[src/rtl/fetch_sequencer.sv]
// Fetch/decode/control sequencer sitting in front of the program counter.
// Fetches over a req/ready handshake, resolves control flow and hands other ops to the datapath.
module fetch_sequencer #(
  parameter int unsigned WIDTH       = 16,
  parameter logic [3:0]  OPC_JMP     = 4'hC,
  parameter logic [3:0]  OPC_JZ      = 4'hD,
  parameter logic [3:0]  OPC_HALT    = 4'hF,
  parameter int unsigned MEM_TIMEOUT = 255
) (
  input  logic             clk,
  input  logic             rst,
  input  logic [WIDTH-1:0] pc,
  output logic [WIDTH-1:0] mem_addr,
  output logic             mem_req,
  input  logic             mem_ready,
  input  logic [WIDTH-1:0] mem_rdata,
  input  logic             zero_flag,
  output logic             exec_start,
  input  logic             exec_done,
  output logic [WIDTH-1:0] ir,
  output logic             pc_enable,
  output logic             select,
  output logic [WIDTH-1:0] bus_out,
  output logic             bus_drive,
  output logic             halted,
  output logic             fault
);

  typedef enum logic [2:0] {
    StFetch,
    StWaitMem,
    StDecode,
    StExec,
    StPcUpdate,
    StHalt,
    StFault
  } state_e;

  localparam logic [7:0] TimeoutCnt = 8'(MEM_TIMEOUT);

  state_e           state_q, state_d;
  logic [WIDTH-1:0] mem_addr_q, mem_addr_d;
  logic [WIDTH-1:0] ir_q, ir_d;
  logic [WIDTH-1:0] bus_out_q, bus_out_d;
  logic [7:0]       cnt_q, cnt_d;
  logic             mem_req_q, mem_req_d;
  logic             exec_start_q, exec_start_d;
  logic             pc_enable_q, pc_enable_d;
  logic             select_q, select_d;
  logic             bus_drive_q, bus_drive_d;
  logic             halted_q, halted_d;
  logic             fault_q, fault_d;

  logic [3:0]       opcode;
  logic [WIDTH-1:0] jump_target;
  logic [7:0]       cnt_inc;
  logic             take_jump;

  assign opcode    = ir_q[WIDTH-1 -: 4];
  assign cnt_inc   = cnt_q + 8'd1;
  assign take_jump = (opcode == OPC_JMP) || ((opcode == OPC_JZ) && zero_flag);

  // Jump targets only carry a 12-bit field; upper bits are forced to zero.
  always_comb begin
    jump_target       = '0;
    jump_target[11:0] = ir_q[11:0];
  end

  always_comb begin
    state_d      = state_q;
    mem_addr_d   = mem_addr_q;
    ir_d         = ir_q;
    bus_out_d    = bus_out_q;
    cnt_d        = cnt_q;
    mem_req_d    = mem_req_q;
    exec_start_d = 1'b0;
    pc_enable_d  = 1'b0;
    select_d     = select_q;
    bus_drive_d  = bus_drive_q;
    halted_d     = halted_q;
    fault_d      = fault_q;

    case (state_q)
      StFetch: begin
        mem_addr_d = pc;
        mem_req_d  = 1'b1;
        cnt_d      = 8'd0;
        state_d    = StWaitMem;
      end

      StWaitMem: begin
        if (mem_ready) begin
          ir_d      = mem_rdata;
          mem_req_d = 1'b0;
          state_d   = StDecode;
        end else begin
          cnt_d = cnt_inc;
          if (cnt_inc == TimeoutCnt) begin
            mem_req_d = 1'b0;
            halted_d  = 1'b1;
            fault_d   = 1'b1;
            state_d   = StFault;
          end
        end
      end

      StDecode: begin
        if (opcode == OPC_HALT) begin
          halted_d = 1'b1;
          state_d  = StHalt;
        end else if (take_jump) begin
          bus_out_d   = jump_target;
          select_d    = 1'b1;
          bus_drive_d = 1'b1;
          pc_enable_d = 1'b1;
          state_d     = StPcUpdate;
        end else if (opcode == OPC_JZ) begin
          select_d    = 1'b0;
          bus_drive_d = 1'b0;
          pc_enable_d = 1'b1;
          state_d     = StPcUpdate;
        end else begin
          exec_start_d = 1'b1;
          state_d      = StExec;
        end
      end

      StExec: begin
        if (exec_done) begin
          select_d    = 1'b0;
          bus_drive_d = 1'b0;
          pc_enable_d = 1'b1;
          state_d     = StPcUpdate;
        end
      end

      // pc_enable was raised on entry, so it is high for exactly this cycle.
      StPcUpdate: begin
        select_d    = 1'b0;
        bus_drive_d = 1'b0;
        state_d     = StFetch;
      end

      StHalt: begin
        halted_d = 1'b1;
      end

      StFault: begin
        halted_d = 1'b1;
        fault_d  = 1'b1;
      end

      default: begin
        mem_req_d = 1'b0;
        halted_d  = 1'b1;
        fault_d   = 1'b1;
        state_d   = StFault;
      end
    endcase
  end

  always_ff @(posedge clk or negedge rst) begin
    if (!rst) begin
      state_q      <= StFetch;
      mem_addr_q   <= '0;
      ir_q         <= '0;
      bus_out_q    <= '0;
      cnt_q        <= 8'd0;
      mem_req_q    <= 1'b0;
      exec_start_q <= 1'b0;
      pc_enable_q  <= 1'b0;
      select_q     <= 1'b0;
      bus_drive_q  <= 1'b0;
      halted_q     <= 1'b0;
      fault_q      <= 1'b0;
    end else begin
      state_q      <= state_d;
      mem_addr_q   <= mem_addr_d;
      ir_q         <= ir_d;
      bus_out_q    <= bus_out_d;
      cnt_q        <= cnt_d;
      mem_req_q    <= mem_req_d;
      exec_start_q <= exec_start_d;
      pc_enable_q  <= pc_enable_d;
      select_q     <= select_d;
      bus_drive_q  <= bus_drive_d;
      halted_q     <= halted_d;
      fault_q      <= fault_d;
    end
  end

  assign mem_addr   = mem_addr_q;
  assign mem_req    = mem_req_q;
  assign exec_start = exec_start_q;
  assign ir         = ir_q;
  assign pc_enable  = pc_enable_q;
  assign select     = select_q;
  assign bus_out    = bus_out_q;
  assign bus_drive  = bus_drive_q;
  assign halted     = halted_q;
  assign fault      = fault_q;

endmodule
[config.mk]
export PLATFORM = sky130hd
export DESIGN_NAME = fetch_sequencer
export DESIGN_NICKNAME = d
export VERILOG_FILES = /design/src/rtl/fetch_sequencer.sv
export SDC_FILE = /design/constraint.sdc
export NUM_CORES = 1
export LEC_CHECK = 0
export ABC_AREA = 1
export BUFFER_PORTS_ARGS = -buffer_cell sky130_fd_sc_hd__buf_4
export CORE_MARGIN = 2
export CORE_UTILIZATION = 30
export CTS_CLUSTER_SIZE = 25
export DETAILED_ROUTE_END_ITERATION = 10
export SYNTH_ARGS = -nofsm -noshare
export SYNTH_HDL_FRONTEND = slang
export SYNTH_SLANG_ARGS = --single-unit
[constraint.sdc]
create_clock -name clk -period 1.4 [get_ports clk]
set_input_delay 0.42 -clock clk [delete_from_list [all_inputs] [get_ports clk]]
set_output_delay 0.42 -clock clk [all_outputs]
set_load 0.01 [all_outputs]
Yosys cells after proc, flatten, opt, wreduce, memory -nomap -nowiden

Index checks and enable logic that the tools add are counted.

Register bits after elaboration: 61
Latch bits: 0
Bits in writable memories: 0
Memory bits (read-only): 0
Bits of input ports: 37
Output and inout port bits: 55
Word-level logic and storage cells: 82
Memories: 0

$add $sub $neg: 1
Multiply operators: 0
Div/mod/pow operators: 0
$lt $le $gt $ge: 0
Equal/unequal tests: 17
Shift operators: 0
Mux-type cells: 31
Bitwise gates (word level): 5
Reductions and logical operators: 17

Operators with widths:

| kind                | count |
|---|---|
| $mux 3              | 6 |
| $pmux 3 s6          | 1 |
| $mux 1              | 17 |
| $pmux 8 s2          | 1 |
| $eq 4x4->1 const B  | 3 |
| $ne 2x2->1 const B  | 5 |
| $reduce_or 5->1     | 2 |
| $eq 3x3->1 const B  | 3 |
| $pmux 1 s3          | 3 |
| $reduce_and 3->1    | 3 |
| $add 8x1->8 const B | 1 |
| $eq 8x8->1 const B  | 1 |
| $mux 8              | 1 |
| $reduce_and 4->1    | 2 |
| $eq 3x2->1 const B  | 2 |
| $ne 3x3->1 const B  | 2 |
| $reduce_and 2->1    | 3 |
| $not 1->1           | 5 |
| $pmux 1 s2          | 2 |
| $eq 3x1->1 const B  | 1 |
| $logic_not 3->1     | 1 |
| $reduce_bool 3->1   | 1 |
| $reduce_or 3->1     | 1 |
| $reduce_bool 2->1   | 1 |
| other kinds (3)     | 3 |

Longest topological paths before layout

Word-level depth: 6
Gate-level depth with buffers: 12
Depth with buffers taken out: 12

Worst setup path before layout

No wires, ideal clock.

Path kind: register to register
From: reg cnt_q[1]
To: reg state_q[0]
Setup time: 117 ps
Arrival: 1,318 ps
Data required time: 1,283 ps
Setup slack: -36 ps
Stages on the path, launching flop included: 11
Path buffers: 0
Clock period less this slack: 1,436 ps
Path through: dfrtp_1 > ha_1 > nand3_1 > o21ai_0 > nand2_1 > nor2_2 > nand2_2 > nand2_2 > nand2_2 > nand2_1 > nand2_1

Word-level cells in the longest chain between the ends: 4

RTL lines:

| item                              | line | text |
|---|---|---|
| start: declaration                | 45   | `logic [7:0] cnt_q, cnt_d;` |
| start signal: assignment          | 181  | `cnt_q <= cnt_d;` |
| $add 8x1->8                       | 60   | `assign cnt_inc = cnt_q + 8'd1;` |
| $eq 8x8->1                        | 98   | `if (cnt_inc == TimeoutCnt) begin` |
| $ne 3x3->1 (no source line)       | -    |  |
| $reduce_and 3->1 (no source line) | -    |  |
| end signal: assignment            | 164  | `state_q <= StFetch;` |
| end signal: assignment            | 177  | `state_q <= state_d;` |
| end: declaration                  | 41   | `state_e state_q, state_d;` |

Every way passes these cells.
A chain may end at the register's enable or synchronous reset.

Worst setup path in the final report

From: reg cnt_q[0]
To: reg state_q[0]

The elaborated chain is that of the path after synthesis.

==> reports/metrics.yaml <==
timing:
  finalHoldViolations: 0
  rsz0062_at_grt: "true"
  fmax_ghz: 0.6715
  post-route-min-period_ns: 1.489
  min_period_over_period_pct: 106.4
  finalSetupViolations: 6
  setup_ws_ns: -0.08924
  drv_slew: 0
  holdWs_ns: 0.2815
  clock_skew_ns: 0.008447
power:
  p_leak_uw: 0.002061
  ir_drop_mv: 0.8775
  cellPowerDensity_mw_per_mm2: 2040
  totalPowerFinal_uw: 8304
setup_path:
  worstPathMaxFanout: 5
  worstSetupEndpointType: "register"
  rrSetupSlack_ns: -0.09
  r2r_end: "state_q[0]"
  arrival_ns: 1.72
  worstPathRequired_ns: 1.63
  reg2reg_from: "cnt_q[0]"
  worst_setup_path_start_kind: "register"
  r2r_cells: 11
  worstSetupPathType: "reg -> reg"
logic_synthesis:
  ys.flop_type: "dfrtp_1"
  yosys.cell_types.count: 25
  syn_area_mm2: 0.002773
  synth-edff-count: 0
  yosys_warnings: 0
  synth_cells: 320
  ys_ff_latch: 61
  synthArstFlopShare_pct: 100.0
  ys_seq_area_share_pct: 55.05
  syn_avg_cell_area_um2: 8.665
drt:
  drt-pass1-iter-count: 4
  postRouteAntennaNets: 0
  drc_errors: 0
  drt_iter0_drc: 119
  wl_per_cell_um: 12.45
  vias: 2439
  vias_per_cell: 4.410
  routed_wl_mm: 6.883
global_routing:
  grt_pass1_wl_mm: 11.05
  grt_pass1_vias: 2327
  gr-total-overflow: 0
  antenna_found_initial: 0
  grt_max_degree: 32
  grt_usage_pct: 14.07
cts:
  cts.htree.levels: 3
  cts-root-buf: "clkbuf_8"
  clkLatencyLatePin_ns: 0.33
  clkSinkCount: 61
  cts_buffer_depth: 2
  cts_tree: "yes"
  cts_buffers: 9
  clkSlewWorstSetupHoldPaths_ns: 0.07
floorplanning:
  start_util_pct: 30.44
  ios: 92
  coreArea_mm2: 0.009109
  die_w_um: 100.1
  die-area_mm2: 0.01003
  die_h_um: 100.1
  rows: 35
final_layout:
  layout.nets: 477
  final_core_util_pct: 44.70
  area_delta_synth_final_pct: 46.84
  drive_gt1_share_pct: 43.67
  fillers: 894
  antenna_cells: 0
placed_design:
  preCtsSetupSlack_ns: -0.1028
  port_buffers: 87
  hpwl_mm: 4.851
  gp_congestion: 0.8036
worst_hold_path:
  min_to: "mem_addr[4]"
  worstHoldStart: "pc[4]"
  hold_path_depth: 3
  hp-class: "in -> reg"
outcome:
  status: "complete, but fails checks"
  violations: "setup timing"
run:
  cap_violations: 0
-- through the flow --
stage	cell area [µm²]	instances	setup TNS, ns
2_1_floorplan	2786	323	-0.04322
3_3_place_gp	3674	528	-0.08890
3_5_place_dp	3674	528	-0.4220
4_1_cts	3963	548	-0.3725
5_1_grt	4071	553	-1.465
6_report	4071	553	-0.3512
-- metal layers --
| layer | share of wire [%] | global-route usage (%) |
|---|---|---|
| met1 | 45 | 18.20 |
| met2 | 49 | 21.73 |
| met3 | 4.6 | 3.691 |
| met4 | 2.3 | 7.271 |
| met5 | 0 | 0 |
-- critical path, cell delays in order (launching register included) --
cell and delay, ns:
dfrtp_2 0.44, ha_4 0.20, nand2_2 0.07, nand2_2 0.06
nor2_2 0.10, nand3_2 0.09, nor2_4 0.10, nand2_2 0.07
nand2_2 0.08, nand2_2 0.06, nand2_1 0.07, nand2_1 0.05
-- power by group --
part | total [µW] | switching, µW | internal (µW)
sequential | 2980 | 492 | 2490
combinational | 3730 | 2020 | 1710
clock | 1600 | 686 | 910
-- synth_stat cells, types with 3 or more instances --
master | n | share of area (%)
o22ai_1 | 3 | 0.68
nand2_2 | 13 | 2.9
dfrtp_1 | 61 | 55
o21ai_0 | 22 | 4.0
nor2_2 | 5 | 1.1
buf_2 | 5 | 0.90
nor2_4 | 3 | 1.2
inv_2 | 8 | 1.1
buf_4 | 5 | 1.4
inv_1 | 32 | 4.3
nor2_1 | 6 | 0.81
nand3_1 | 7 | 1.3
nand2_1 | 114 | 15
a21oi_1 | 3 | 0.54
nand4_1 | 4 | 0.90
o21ai_2 | 7 | 2.2
o21ai_1 | 8 | 1.4
nor3_1 | 4 | 0.72
-- cells by family after synthesis --
family | Yosys count | share of synthesized area [%]
AO/OA/AOI/OAI | 45 | 9.883
adder cells (fa/ha/maj) | 2 | 0.9024
buffers and inverters | 52 | 8.484
flip-flops | 61 | 55.05
other | 1 | 0.1352
AND/OR/NAND/NOR | 159 | 25.54
-- layout by cell type (no fill, tap or decap) --
master,instances
buf_4,107
nand2_1,104
dfrtp_1,57
inv_1,31
nand2_2,23
o21ai_0,20
clkbuf_8,11
o21ai_2,9
inv_2,8
o21ai_1,8
nor2_4,6
nor2_1,5
nand4_1,4
nand3_1,4
nor3_1,4
conb_1,4
dfrtp_2,4
buf_6,4
nand3_2,3
nor2_2,3
o22ai_1,3
buf_12,3
nand2_4,2
nand3_4,2
a21oi_1,2
clkinvlp_4,2
inv_4,1
o31ai_2,1
o21ai_4,1
a21oi_2,1
ha_1,1
ha_4,1
clkbuf_1,1
bufinv_16,1
dlygate4sd3_1,1
-- layout make-up --
| class | instances | area, µm² | share of cell area [%] |
|---|---|---|---|
| repair buffers | 115 | 918.4 | 22.56 |
| multi-input cells | 211 | 1130 | 27.75 |
| clock inverters | 3 | 45.04 | 1.106 |
| well taps | 111 | 138.9 | 3.411 |
| flip-flops and latches | 61 | 1531 | 37.62 |
| inverters | 40 | 152.6 | 3.749 |
| clock buffers | 12 | 155.1 | 3.811 |
-- registers in the layout, indices dropped and copies added (netlist names) --
signal and flops:
mem_addr 16, mem_req 1, ir 16, bus_out 12, halted 1, fault 1
exec_start 1, state_q 3, pc_enable 1, bus_drive 1, cnt_q 8
-- timing repair --
item	4_1_cts	5_1_grt
setup endpoints to repair	7	28
buffers inserted	3	6
cloned	1	0
gates resized for setup	13	22
hold buffers	1	0
pin swaps	1	7
hold endpoints to repair	15	0
-- worst max path at each step --
stage,to,slack (ns),from
final,state_q[0],-0.09,cnt_q[0]
after global routing,state_q[1],-0.16,cnt_q[0]
after CTS,state_q[0],-0.09,cnt_q[1]
after detailed placement,state_q[0],-0.10,cnt_q[0]
after global placement,state_q[0],-0.03,cnt_q[0]
after floorplan,state_q[0],-0.02,cnt_q[1]
(Power assumes the default switching activity.)
